===== config.mk =====
export PLATFORM = sky130hd
export DESIGN_NAME = maple_bus_tx
export DESIGN_NICKNAME = d
export VERILOG_FILES = /design/src/rtl/maple_bus_tx.sv
export SDC_FILE = /design/constraint.sdc
export NUM_CORES = 1
export LEC_CHECK = 0
export ABC_CLOCK_PERIOD_IN_PS = 2300
export BUFFER_PORTS_ARGS = -buffer_cell sky130_fd_sc_hd__clkbuf_2
export CAP_MARGIN = 30
export CORE_MARGIN = 2
export CORE_UTILIZATION = 30
export DETAILED_ROUTE_END_ITERATION = 8
export GPL_TIMING_DRIVEN = 0
export PLACE_DENSITY_LB_ADDON = 0.2
export SKIP_CTS_REPAIR_TIMING = 1
export SLEW_MARGIN = 20
export SYNTH_ARGS = -nofsm -noshare
export SYNTH_HDL_FRONTEND = slang
export SYNTH_SLANG_ARGS = --single-unit

===== constraint.sdc =====
create_clock -name clk -period 2.3 [get_ports clk]
set_clock_uncertainty 0.05 [all_clocks]
set_input_delay 0.115 -clock clk [delete_from_list [all_inputs] [get_ports clk]]
set_output_delay 0.115 -clock clk [all_outputs]
set_load 0.1 [all_outputs]

===== src/rtl/maple_bus_tx.sv =====
// maple_bus_tx: host-to-device Maple Bus line transmitter for the FX2 bridge.
// Each frame has this shape:
//   - a start pattern;
//   - zero or more bytes pulled from the bridge, each sent as MSB-first bit pairs;
//   - an end pattern;
//   - a short idle-high gap, after which the pads are released.
// All outputs are registered.
//
// Optional feature: define MAPLE_TX_CRC_EN to append a running XOR of all sent
// bytes as an extra byte before the end pattern. No tx_read is issued for it.
//
// Parameters
//   CLK_DIV    clk cycles per line slot (>=1)
//   FETCH_LAT  clk cycles from a tx_read pulse to valid tx_data
//   GAP_SLOTS  idle-high slots after the end pattern (>=1)
// Ports
//   clk, reset  system clock; asynchronous active-low reset
//   tx_enable   bridge has data; sampled in IDLE and at each FETCH entry
//   tx_read     one-clk request for the next byte
//   tx_data     byte from the bridge, latched FETCH_LAT clks after tx_read
//   sdcka_out   SDCKA drive value
//   sdckb_out   SDCKB drive value
//   sdck_oe     pad output enable
//   busy        high while a frame is in progress
//   frame_done  one-clk pulse when the gap completes
module maple_bus_tx #(
  parameter int unsigned CLK_DIV   = 4,
  parameter int unsigned FETCH_LAT = 3,
  parameter int unsigned GAP_SLOTS = 2
) (
  input  logic       clk,
  input  logic       reset,
  input  logic       tx_enable,
  output logic       tx_read,
  input  logic [7:0] tx_data,
  output logic       sdcka_out,
  output logic       sdckb_out,
  output logic       sdck_oe,
  output logic       busy,
  output logic       frame_done
);

  localparam int unsigned DIV_W   = (CLK_DIV > 1) ? $clog2(CLK_DIV) : 1;
  localparam int unsigned FCH_W   = $clog2(FETCH_LAT + 2);
  localparam int unsigned IDX_MAX = (GAP_SLOTS > 11) ? GAP_SLOTS : 11;
  localparam int unsigned IDX_W   = $clog2(IDX_MAX);

  typedef enum logic [2:0] {
    S_IDLE,
    S_START,
    S_FETCH,
    S_SHIFT,
`ifdef MAPLE_TX_CRC_EN
    S_CRC,
`endif
    S_END,
    S_GAP
  } state_t;

  state_t             r_state, w_state_nxt;
  logic [DIV_W-1:0]   r_slot_cnt, w_slot_nxt;
  logic [IDX_W-1:0]   r_idx, w_idx_nxt;
  logic [2:0]         r_bit_cnt, w_bit_nxt;
  logic [FCH_W-1:0]   r_fetch_cnt, w_fetch_nxt;
  logic [7:0]         r_shift, w_shift_nxt;
  logic               r_a, w_a_nxt;
  logic               r_b, w_b_nxt;
  logic               r_oe, w_oe_nxt;
  logic               r_busy, w_busy_nxt;
  logic               r_rd, w_rd_nxt;
  logic               r_done, w_done_nxt;
`ifdef MAPLE_TX_CRC_EN
  logic [7:0]         r_crc, w_crc_nxt;
  logic               r_crc_sent, w_crc_sent_nxt;
`endif
  logic               w_tick;

  assign w_tick = (r_slot_cnt == DIV_W'(CLK_DIV - 1));

  // Start pattern slot i: 1/1, 0/1, then B toggles 0,1,... with A low, then 1/1.
  function automatic logic [1:0] start_pat(input logic [IDX_W-1:0] i);
    if (i == IDX_W'(0) || i == IDX_W'(10)) return 2'b11;
    else if (i == IDX_W'(1))               return 2'b01;
    else                                   return {1'b0, i[0]};
  endfunction

  // End pattern slot i: 1/0, A toggles 0,1,0,1 with B low, then 1/1.
  function automatic logic [1:0] end_pat(input logic [IDX_W-1:0] i);
    if (i == IDX_W'(0))      return 2'b10;
    else if (i == IDX_W'(5)) return 2'b11;
    else                     return {~i[0], 1'b0};
  endfunction

  // Line values {A,B} for one of the three slots of a data bit.
  // a_clk=1: A is the clock and B carries data; otherwise the roles swap.
  function automatic logic [1:0] bit_pat(input logic a_clk, input logic [1:0] ph,
                                         input logic d);
    if (a_clk) begin
      case (ph)
        2'd0:    return {1'b1, d};
        2'd1:    return {1'b0, d};
        default: return 2'b01;
      endcase
    end else begin
      case (ph)
        2'd0:    return {d, 1'b1};
        2'd1:    return {d, 1'b0};
        default: return 2'b10;
      endcase
    end
  endfunction

  // State and output registers.
  always_ff @(posedge clk or negedge reset) begin
    if (!reset) begin
      r_state     <= S_IDLE;
      r_slot_cnt  <= '0;
      r_idx       <= '0;
      r_bit_cnt   <= '0;
      r_fetch_cnt <= '0;
      r_shift     <= '0;
      r_a         <= 1'b1;
      r_b         <= 1'b1;
      r_oe        <= 1'b0;
      r_busy      <= 1'b0;
      r_rd        <= 1'b0;
      r_done      <= 1'b0;
`ifdef MAPLE_TX_CRC_EN
      r_crc       <= '0;
      r_crc_sent  <= 1'b0;
`endif
    end else begin
      r_state     <= w_state_nxt;
      r_slot_cnt  <= w_slot_nxt;
      r_idx       <= w_idx_nxt;
      r_bit_cnt   <= w_bit_nxt;
      r_fetch_cnt <= w_fetch_nxt;
      r_shift     <= w_shift_nxt;
      r_a         <= w_a_nxt;
      r_b         <= w_b_nxt;
      r_oe        <= w_oe_nxt;
      r_busy      <= w_busy_nxt;
      r_rd        <= w_rd_nxt;
      r_done      <= w_done_nxt;
`ifdef MAPLE_TX_CRC_EN
      r_crc       <= w_crc_nxt;
      r_crc_sent  <= w_crc_sent_nxt;
`endif
    end
  end

  // Next-state and next-output logic.
  always_comb begin
    w_state_nxt = r_state;
    w_slot_nxt  = w_tick ? '0 : DIV_W'(r_slot_cnt + 1'b1);
    w_idx_nxt   = r_idx;
    w_bit_nxt   = r_bit_cnt;
    w_fetch_nxt = r_fetch_cnt;
    w_shift_nxt = r_shift;
    w_a_nxt     = r_a;
    w_b_nxt     = r_b;
    w_oe_nxt    = r_oe;
    w_busy_nxt  = r_busy;
    w_rd_nxt    = 1'b0;
    w_done_nxt  = 1'b0;
`ifdef MAPLE_TX_CRC_EN
    w_crc_nxt      = r_crc;
    w_crc_sent_nxt = r_crc_sent;
`endif

    case (r_state)
      S_IDLE: begin
        w_slot_nxt = '0;
        w_a_nxt    = 1'b1;
        w_b_nxt    = 1'b1;
        w_oe_nxt   = 1'b0;
        w_busy_nxt = 1'b0;
        if (tx_enable) begin
          w_state_nxt = S_START;
          w_idx_nxt   = '0;
          w_oe_nxt    = 1'b1;
          w_busy_nxt  = 1'b1;
`ifdef MAPLE_TX_CRC_EN
          w_crc_nxt      = '0;
          w_crc_sent_nxt = 1'b0;
`endif
        end
      end

      S_START: begin
        if (w_tick) begin
          if (r_idx == IDX_W'(10)) begin
            w_state_nxt = S_FETCH;
            w_fetch_nxt = '0;
          end else begin
            w_idx_nxt          = IDX_W'(r_idx + 1'b1);
            {w_a_nxt, w_b_nxt} = start_pat(IDX_W'(r_idx + 1'b1));
          end
        end
      end

      // tx_enable is only looked at on the first FETCH cycle.
      S_FETCH: begin
        w_slot_nxt = '0;
        if (r_fetch_cnt == '0) begin
          if (!tx_enable) begin
`ifdef MAPLE_TX_CRC_EN
            w_state_nxt = S_CRC;
`else
            w_state_nxt        = S_END;
            w_idx_nxt          = '0;
            {w_a_nxt, w_b_nxt} = end_pat('0);
`endif
          end else begin
            w_rd_nxt    = 1'b1;
            w_fetch_nxt = FCH_W'(1);
          end
        end else if (r_fetch_cnt == FCH_W'(FETCH_LAT + 1)) begin
          w_state_nxt        = S_SHIFT;
          w_fetch_nxt        = '0;
          w_shift_nxt        = tx_data;
          w_bit_nxt          = '0;
          w_idx_nxt          = '0;
          {w_a_nxt, w_b_nxt} = bit_pat(1'b1, 2'd0, tx_data[7]);
`ifdef MAPLE_TX_CRC_EN
          w_crc_nxt          = r_crc ^ tx_data;
`endif
        end else begin
          w_fetch_nxt = FCH_W'(r_fetch_cnt + 1'b1);
        end
      end

`ifdef MAPLE_TX_CRC_EN
      // Check byte goes out through the normal shift path.
      S_CRC: begin
        w_slot_nxt         = '0;
        w_state_nxt        = S_SHIFT;
        w_shift_nxt        = r_crc;
        w_bit_nxt          = '0;
        w_idx_nxt          = '0;
        w_crc_sent_nxt     = 1'b1;
        {w_a_nxt, w_b_nxt} = bit_pat(1'b1, 2'd0, r_crc[7]);
      end
`endif

      // r_idx is the slot within the current bit; even bit counts use A as clock.
      S_SHIFT: begin
        if (w_tick) begin
          if (r_idx != IDX_W'(2)) begin
            w_idx_nxt          = IDX_W'(r_idx + 1'b1);
            {w_a_nxt, w_b_nxt} = bit_pat(~r_bit_cnt[0], 2'(r_idx + 1'b1), r_shift[7]);
          end else if (r_bit_cnt == 3'd7) begin
            w_idx_nxt = '0;
`ifdef MAPLE_TX_CRC_EN
            w_state_nxt = r_crc_sent ? S_END : S_FETCH;
`else
            w_state_nxt = S_FETCH;
`endif
          end else begin
            w_idx_nxt          = '0;
            w_bit_nxt          = 3'(r_bit_cnt + 1'b1);
            w_shift_nxt        = {r_shift[6:0], 1'b0};
            {w_a_nxt, w_b_nxt} = bit_pat(r_bit_cnt[0], 2'd0, r_shift[6]);
          end
        end
      end

      S_END: begin
        if (w_tick) begin
          if (r_idx == IDX_W'(5)) begin
            w_state_nxt = S_GAP;
            w_idx_nxt   = '0;
          end else begin
            w_idx_nxt          = IDX_W'(r_idx + 1'b1);
            {w_a_nxt, w_b_nxt} = end_pat(IDX_W'(r_idx + 1'b1));
          end
        end
      end

      S_GAP: begin
        if (w_tick) begin
          if (r_idx == IDX_W'(GAP_SLOTS - 1)) begin
            w_state_nxt = S_IDLE;
            w_idx_nxt   = '0;
            w_oe_nxt    = 1'b0;
            w_busy_nxt  = 1'b0;
            w_done_nxt  = 1'b1;
          end else begin
            w_idx_nxt = IDX_W'(r_idx + 1'b1);
          end
        end
      end

      default: w_state_nxt = S_IDLE;
    endcase
  end

  assign tx_read    = r_rd;
  assign sdcka_out  = r_a;
  assign sdckb_out  = r_b;
  assign sdck_oe    = r_oe;
  assign busy       = r_busy;
  assign frame_done = r_done;

endmodule


* After elaboration in Yosys (flattened, before gate mapping)
Index checks and enable logic that the tools add are counted.
** Word-level totals
- Register bits after elaboration :: 28
- Output and inout port bits :: 6
- Word-level logic and storage cells :: 153
** Operators by class
- $add $sub $neg :: 4
- Equality and inequality tests :: 35
- Mux-type cells :: 85
- Bitwise logic cells :: 1
- Reduce and logical (&&, ||, !) cells :: 17
** Operators by type and width (count)
- $mux 3 :: 22
- $mux 4 :: 12
- $mux 8 :: 5
- $ne 2x2->1 const B :: 15
- $mux 1 :: 29
- $pmux 4 s6 :: 1
- $pmux 3 s6 :: 1
- $reduce_and 9->1 :: 2
- $pmux 8 s2 :: 1
- $mux 2 :: 7
- $eq 3x3->1 const B :: 4
- $ne 3x3->1 const B :: 4
- $pmux 3 s2 :: 2
- $reduce_and 12->1 :: 1
- $pmux 1 s5 :: 2
- $eq 4x1->1 const B :: 2
- $eq 4x3->1 const B :: 2
- $eq 4x4->1 const B :: 2
- $pmux 2 s2 :: 2
- $add 3x1->3 const B :: 2
- $eq 3x2->1 const B :: 2
- $logic_not 3->1 :: 2
- $reduce_and 6->1 :: 1
- $reduce_bool 2->1 :: 3
- other kinds (16) :: 16

* Logic depth before layout (Yosys ltp)
Gate-level depths: netlist (run 1).
- Word-level depth :: 7
- Mapped depth :: 8

* Worst setup path after synthesis (run 1)
OpenSTA, ideal clock, no wires.
- Kind :: register to register
- From :: register r_idx[0]
- To :: register r_bit_cnt[0]
- Library setup time :: 0.119 ns
- Data arrival time :: 2.103 ns
- Data required time :: 2.131 ns
- Path slack :: 0.028 ns
- Cell stages (with the launch flop) :: 9
- Buffers on the path :: 1
- Period minus slack after synthesis :: 2.272 ns
- Cells stage by stage :: dfrtp_1 inv_1 ha_1 or3b_4 o32a_1 or3_4 buf_4 nand2_1 o21ai_2
** On the way
- Word-level cells in the longest chain between the ends :: 3
** RTL lines
- start, declared :: line 62 : logic [IDX_W-1:0] r_idx, w_idx_nxt;
- start signal, assigned :: line 135 : r_idx <= w_idx_nxt;
- $ne 4x2->1 :: line 249 : if (r_idx != IDX_W'(2)) begin
- $ne 2x2->1 (no line)
- $reduce_and 6->1 (no line)
- end signal, assigned :: line 136 : r_bit_cnt <= w_bit_nxt;
- end, declared :: line 63 : logic [2:0] r_bit_cnt, w_bit_nxt;
No other way between the ends.
A chain may end at the register's enable or synchronous reset.

* Worst setup path after layout (run 1)
- From :: register r_idx[0]
- To :: register r_a (netlist: sdcka_out)
** On the way
- Word-level cells in the longest chain between the ends :: 7
** RTL lines
- $add 4x1->4 :: line 197, 275
- $eq 2x1->1, or another cell as far along :: line 99, 105
- $pmux 2 s2, or another cell as far along :: line 99 : case (ph)
- $mux 2 (on tied branches) :: line 98, 82, 89
- $mux 1 (on tied branches) :: line 249, 192, 270
- $mux 1 (on tied branches) :: line 248, 191, 269
- $pmux 1 s5 :: line 171 : case (r_state)
- end signal, assigned :: line 139 : r_a <= w_a_nxt;
- end, declared :: line 66 : logic r_a, w_a_nxt;
Parallel ways exist; a longest one is shown, timed or not. The select of a mux whose other input is x is not followed.

==> summary.md, run 1 <==
| Metric | Value |
|---|---|
| Run status | `completed` |
| Asr flop ratio synth | `100%` |
| Avg WL per Cell | `about 15 µm` |
| Commonest cells after routing, fill and taps aside | `25 x nand2_1, 24 x dfrtp_1, 16 x clkbuf_2` |
| TritonCTS Sinks | `28` |
| Longest Clk Path Bufs | `2` |
| Crit-path cells | `inv_4 -> ha_4 -> or3b_4 -> buf_4 -> mux2_2 -> o211ai_1 -> o221ai_1 -> mux2_2` |
| Row cnt | `29` |
| Reg-to-reg endpoint | `sdcka_out` |
| I/O pins | `17` |
| Crit-path slowest cell | `dfrtp_2` |
| Final GP Congestion | `slightly above 0.8` |
| Remaining Overflow, GRT | `0` |
| Mapped Nets | `between 200 and 250` |
| Worst EP arrival | `approximately 2.4 ns` |
| Post-layout net count | `257` |
| CP Buf/Inv Count | `2` |
| Hold depth | `3` |
| Worst R2R Setup Slack | `0.08 ns` |
| Min-delay worst type | `in -> reg` |
| Drc violations | `0` |
| Worst slack at placement | `-0.202 ns` |
| Worst vdd ir | `0.000478 V` |
| Largest net degree at the start of global routing | `29` |
| Number of synthesized flops with an enable pin | `0` |
| Max_cap viols | `0` |
| Synth warn | `0` |
| First-pass GRT wire length | `8110 µm` |
| Top delay family on crit path | `multiplexers` |
| CTS Buf Count | `3` |
| Area grow syn2layout | `14.7%` |
| Type of the worst setup path | `reg -> reg` |
| Vias | `1,641` |
| Synth Register Bits | `28` |
| Vias per cell | `~5.3` |
| Number of global-route vias before repair | `1,606` |
| Max frequency | `between 0.4 and 0.5 GHz` |
| Starting Density | `between 30 and 40%` |
| Final period util | `96.7%` |
| Worst Setup Start Kind | `flip-flop` |
| Setup TNS | `0 ns` |
| WP data required | `2.46 ns` |
| Root buffer cell | `clkbuf_8` |
| End of the worst hold path | `r_shift[5]` |
| Setup ws final | `0.0767 ns` |
| Worst-Skew Late Latency | `between 0.2 and 0.3 ns` |
| Total Die Area | `7110 µm²` |
| Final Setup Violations | `0` |
| Worst R2R Path Depth | `8` |
| H-tree Lvls | `1` |
| Drt initial violations | `between 100 and 150` |
| Hold Crit Start | `tx_data[5]` |
| ANT cells | `0` |
| Final hold slack | `between 0.04 and 0.05 ns` |
| Slowest cell delay on critical path | `~0.45 ns` |
| Fraction of layout cells with a size suffix above 1 | `23.2%` |
| Avg Cell Area, Syn | `9.21 µm²` |
| Core area | `6280 µm²` |
| Mapped Area | `1930 µm²` |
| Fillcell total | `655` |
| Pwr/cell area | `1320 nW/µm²` |
| CP max FO | `5` |
| GR Util All Layers | `roughly 14%` |
| Die Ht | `roughly 84 µm` |
| Syn Inst Count | `210` |
| Max_slew headroom | `51.4%` |
| Critical Path End Type | `flip-flop` |
| Fin util | `35.4%` |
| Slew Viols, Final | `0` |
| Sequential-to-total area share from yosys stat | `36.4%` |
| Port buffer count | `16` |
| Final Hold Fails | `0` |
| Ys flop type | `dfrtp_1` |
| Least-Margin Pin Slew | `between 0.7 and 0.8 ns` |
| Most common cell after layout, fill and taps aside | `nand2_1` |
| Die width | `84.3 µm` |
| Share of the synthesized area in the top cell type | `approximately a third` |
| Area contributors post-synth | `dfrtp_1 34%, ha_1 7.1%, mux2i_1 5.2%` |
| HPWL after detailed placement | `3450 µm` |
| Final ANT Viol Nets | `0` |
| TritonCTS clock tree | `yes` |
| Min Tclk post-route | `between 2 and 2.5 ns` |
| CTS clk-pin slew, worst paths | `0.10 ns` |
| Initial antenna violation count | `0` |
| CP most frequent cell | `mux2_2` |
| Worst reg2reg startpoint | `r_idx[0]` |
| Leading area contributor after synthesis | `dfrtp_1` |
| Total wire length | `4700 µm` |
| Leak | `0.935 nW` |
| Unique masters post-synth | `54` |
| Drt pass-1 iters | `4` |
## Yosys cell counts, types with 2 or more instances
library cell  number
nor2b_1            3
nand3_1            5
buf_1              2
o21ai_0           11
dfrtp_1           26
nand3b_1           3
and3b_1            3
nor3_1             6
a21oi_1            8
buf_2              5
nor3b_1            6
o32a_1             3
o2bb2ai_1          2
and2_1             2
o21ai_2            9
ha_1              11
a32o_1             2
inv_1             10
xnor2_1            2
mux2i_1           10
nand2_1           25
o21ai_1            2
clkbuf_1           3
mux2_2             3
o211ai_1           4
or2_2              2
nor2_1             6
nand2b_1           6
buf_4              2
dfstp_2            2
o22ai_1            3
## cell families after synthesis
| logic type | count (synthesis) | synth area share (%) |
|---|---|---|
| DFF | 28 | 36.4 |
| buffers and inverters | 23 | 5.56 |
| xor gates and xnor gates | 3 | 1.36 |
| muxes | 13 | 6.92 |
| AOI/OAI and AO/OA | 54 | 19.9 |
| and+or+nand+nor | 78 | 22.8 |
| adders and majority gates | 11 | 7.12 |
## worst max-delay path by stage
stage | cells past startpoint | end | slack (ns) | start
after floorplan | 8 | r_bit_cnt[0] | 0.03 | r_idx[0]
after global placement | 7 | r_fetch_cnt[0] | -0.22 | r_idx[0]
after detailed placement | 8 | r_shift[2] | -0.20 | r_idx[0]
after CTS | 8 | r_shift[1] | -0.24 | r_idx[0]
after global routing | 8 | r_shift[7] | -0.005 | r_idx[0]
final | 8 | sdcka_out | 0.08 | r_idx[0]
## per-layer routing
metal	vias to the layer above	global-route usage (%)	share of wire, %
li1	807	-	-
met1	792	20.6	51
met2	33	21.1	44
met3	9	2.36	3.7
met4	0	3.08	1.4
met5	-	0	0
## sequential cells by signal (all words and copies together), names as in the netlist
name and cells:
busy 1, frame_done 1, r_bit_cnt 3, r_fetch_cnt 3, r_idx 4, r_shift 8, r_slot_cnt 2, r_state 3
sdcka_out 1, sdckb_out 1, tx_read 1
## metrics by stage
step	cell area (µm²)	power (mW)	instances
2_1_floorplan	1930	2.18	210
3_3_place_gp	2110	2.58	303
3_5_place_dp	2110	2.58	303
4_1_cts	2150	2.87	306
5_1_grt	2220	3.15	310
6_report	2220	2.92	310
## cell type report
cell class	count	area [µm²]	share of cell area (%)
plain buffers	13	73.8	3.33
clock buffers	3	41.3	1.86
inverters	10	40.0	1.80
multi-input cells	159	1150	51.7
flip-flops and latches	28	706	31.8
well taps	77	96.3	4.34
repair buffers	20	115	5.19
## worst register-to-register path: stages, from the launching register on
cell and delay [ns]:
dfrtp_2 0.45, inv_4 0.09, ha_4 0.16, or3b_4 0.39, buf_4 0.16, mux2_2 0.28, o211ai_1 0.16, o221ai_1 0.14
mux2_2 0.29
## power breakdown
part / internal (mW) / total [mW] / switching (mW)
sequential: 0.664 / 0.777 / 0.113
clock: 0.118 / 0.277 / 0.159
combinational: 0.690 / 1.87 / 1.18
total: 1.47 / 2.92 / 1.45
Note: power is estimated with default switching activity, not from simulation.
==> run 2: changes to the inputs <==
--- a/config.mk
+++ b/config.mk
@@ -11,7 +11,7 @@
 export CORE_MARGIN = 2
 export CORE_UTILIZATION = 30
 export DETAILED_ROUTE_END_ITERATION = 8
-export GPL_TIMING_DRIVEN = 0
+export GPL_TIMING_DRIVEN = 1
 export PLACE_DENSITY_LB_ADDON = 0.2
 export SKIP_CTS_REPAIR_TIMING = 1
 export SLEW_MARGIN = 20
==> run 2 against run 1 <==
The run now ends with negative hold slack left; routed wire length rose by 0.66%; sequential cell count unchanged; power is 7.1% higher; register-to-register slack improved by 0.04 ns; non-clock buffer count up 4; global-route usage decreased by 0.28 points; utilization is 1.0 points higher; via count fell by 0.24%; critical path type unchanged; clock power is 47% higher; cell count is 1.9% higher; count of clock-buffer cells in the layout is the same; combinational power up 4%; critical endpoint is now r_shift[5].
==> summary.md, run 2 (same netlist as run 1, synthesis figures left out) <==
| Metric | Value |
|---|---|
| Longest Clk Path Bufs | `2` |
| Final ANT Viol Nets | `0` |
| HPWL after detailed placement | `3470 µm` |
| Drc violations | `0` |
| Commonest cells after routing, fill and taps aside | `26 x dfrtp_1, 25 x nand2_1, 20 x buf_4` |
| Sw frac | `46.7%` |
| WP data required | `2.43 ns` |
| Final Hold Fails | `1` |
| Final GP Congestion | `between 0.8 and 0.9` |
| Clock power frac | `between 10% and 20%` |
| First-pass GRT wire length | `8020 µm` |
| GR Util All Layers | `between 10% and 20%` |
| Port buffer count | `16` |
| Max reg flops | `8` |
| Design Power | `3.13 mW` |
| TritonCTS Sinks | `28` |
| Leak | `0.996 nW` |
| Number of global-route vias before repair | `1,637` |
| Combinational share of power | `around 62%` |
| Largest regs | `r_shift (8), r_idx (4)` |
| Worst EP arrival | `between 2 and 2.5 ns` |
| CTS Buf Count | `3` |
| Crit-path cells | `inv_1 -> ha_1 -> or3b_4 -> o32a_1 -> or3_4 -> nand2_1 -> o21ai_2` |
| Crit-path slowest cell | `or3_4` |
| Slowest cell delay on critical path | `0.45 ns` |
| I/O pins | `17` |
| Max_cap viols | `0` |
| Psw | `1.46 mW` |
| Initial antenna violation count | `0` |
| CP max FO | `11` |
| RSZ-0062 raised after global routing | `no` |
| Core area | `approximately 6300 µm²` |
| Fraction of layout cells with a size suffix above 1 | `between 20% and 30%` |
| Post-layout net count | `262` |
| Run status | `complete, but fails checks` |
| Area grow syn2layout | `18.0%` |
| Final hold slack | `-0.00620 ns` |
| Critical Path End Type | `flip-flop` |
| Row cnt | `29` |
| Total wire length | `about 4700 µm` |
| Drt initial violations | `roughly 80` |
| Setup TNS | `0 ns` |
| Vias per cell | `5.18` |
| CTS clk-pin slew, worst paths | `0.11 ns` |
| Most common cell after layout, fill and taps aside | `dfrtp_1` |
| TritonCTS clock tree | `yes` |
| Die width | `84.3 µm` |
| Die Ht | `roughly 84 µm` |
| H-tree Lvls | `1` |
| Fillcell total | `666` |
| Avg WL per Cell | `15.0 µm` |
| Least-Margin Pin Slew | `between 0.7 and 0.8 ns` |
| Pwr/cell area | `1370 nW/µm²` |
| P_int | `1.67 mW` |
| Final period util | `about 95%` |
| Max frequency | `0.458 GHz` |
| Worst Setup Start Kind | `flip-flop` |
| Most flops, register | `r_shift` |
| Type of the worst setup path | `reg -> reg` |
| Min Tclk post-route | `~2.2 ns` |
| ANT cells | `0` |
| Worst vdd ir | `0.000840 V` |
| Drt pass-1 iters | `4` |
| Vias | `about 1,600` |
| Largest net degree at the start of global routing | `29` |
| Starting Density | `30.8%` |
| Slew Viols, Final | `0` |
| Failing checks | `negative hold slack` |
| Remaining Overflow, GRT | `0` |
| CP Buf/Inv Count | `1` |
| Root buffer cell | `clkbuf_8` |
| Min-delay worst type | `in -> reg` |
| Top delay family on crit path | `simple AND/OR/NAND/NOR gates` |
| Max_slew headroom | `between 50% and 60%` |
| Final Setup Violations | `0` |
| Total Die Area | `between 7000 and 8000 µm²` |
| Worst-Skew Late Latency | `0.28 ns` |
| Flop pwr share | `24.8%` |
-- run 2: changes by cell type in the layout (fill, tap and decap cells not counted), sizes merged --
cell / change
buf: +8
clkbuf: -3
bufinv: +1
dlygate4sd3: -1
or3: +1
-- run 2: worst paths after layout --
kind | from | to | slack (ns) | cells after the start
max in group asynchronous | reset | r_idx[0] | 1.37 | 2
worst max-delay path | r_idx[0] | r_shift[5] | 0.12 | 7
min in group asynchronous | reset | tx_read | 0.36 | 2
worst min register to register | r_slot_cnt[0] | r_slot_cnt[0] | 0.40 | 1
worst max register to register | r_idx[0] | r_shift[5] | 0.12 | 7
worst min-delay path | tx_data[0] | r_shift[0] | -0.006 | 3
-- run 2: cell type report --
cell class,instances,area [µm²],share of cell area (%)
well taps,77,96.3,4.22
clock buffers,3,41.3,1.81
repair buffers,37,240,10.5
clock inverters,1,30.0,1.32
flip-flops and latches,28,703,30.8
multi-input cells,160,1130,49.7
inverters,10,37.5,1.64
-- run 2: power by group through the flow --
stage                     Combinational [mW]  Sequential (mW)  Clock, mW
after floorplan                         1.22            0.963          0
after global placement                  1.94            0.786          0
after detailed placement                1.93            0.786          0
after CTS                               1.94            0.777      0.428
after global routing                    2.13            0.801      0.439
final                                   1.94            0.776      0.408
-- run 2: worst reg2reg max path: stages, from the launching register on --
cell	delay, ns
dfrtp_1	0.39
inv_1	0.08
ha_1	0.16
or3b_4	0.42
o32a_1	0.37
or3_4	0.45
nand2_1	0.11
o21ai_2	0.05
-- run 2: routing by layer --
metal	vias up	part of all wire [%]	track usage [%]
met4	0	0.17	1.76
met5	-	0	0
met1	780	49	18.8
met2	36	46	22.9
met3	2	4.4	2.36
li1	819	-	-
-- run 2: stage by stage --
stage / instances / util (%) / worst slack [ns] / hold slack (ns) / cell area (µm²)
2_1_floorplan: 210 / - / 0.0285 / -0.231 / 1930
5_1_grt: 316 / 36.4 / 0.00313 / 0.000685 / 2280
4_1_cts: 314 / 36.0 / 0.0794 / -0.136 / 2260
3_3_place_gp: 310 / 34.9 / 0.126 / 0.175 / 2190
3_5_place_dp: 310 / 34.9 / 0.0890 / 0.192 / 2190
6_report: 316 / 36.4 / 0.118 / -0.00620 / 2280
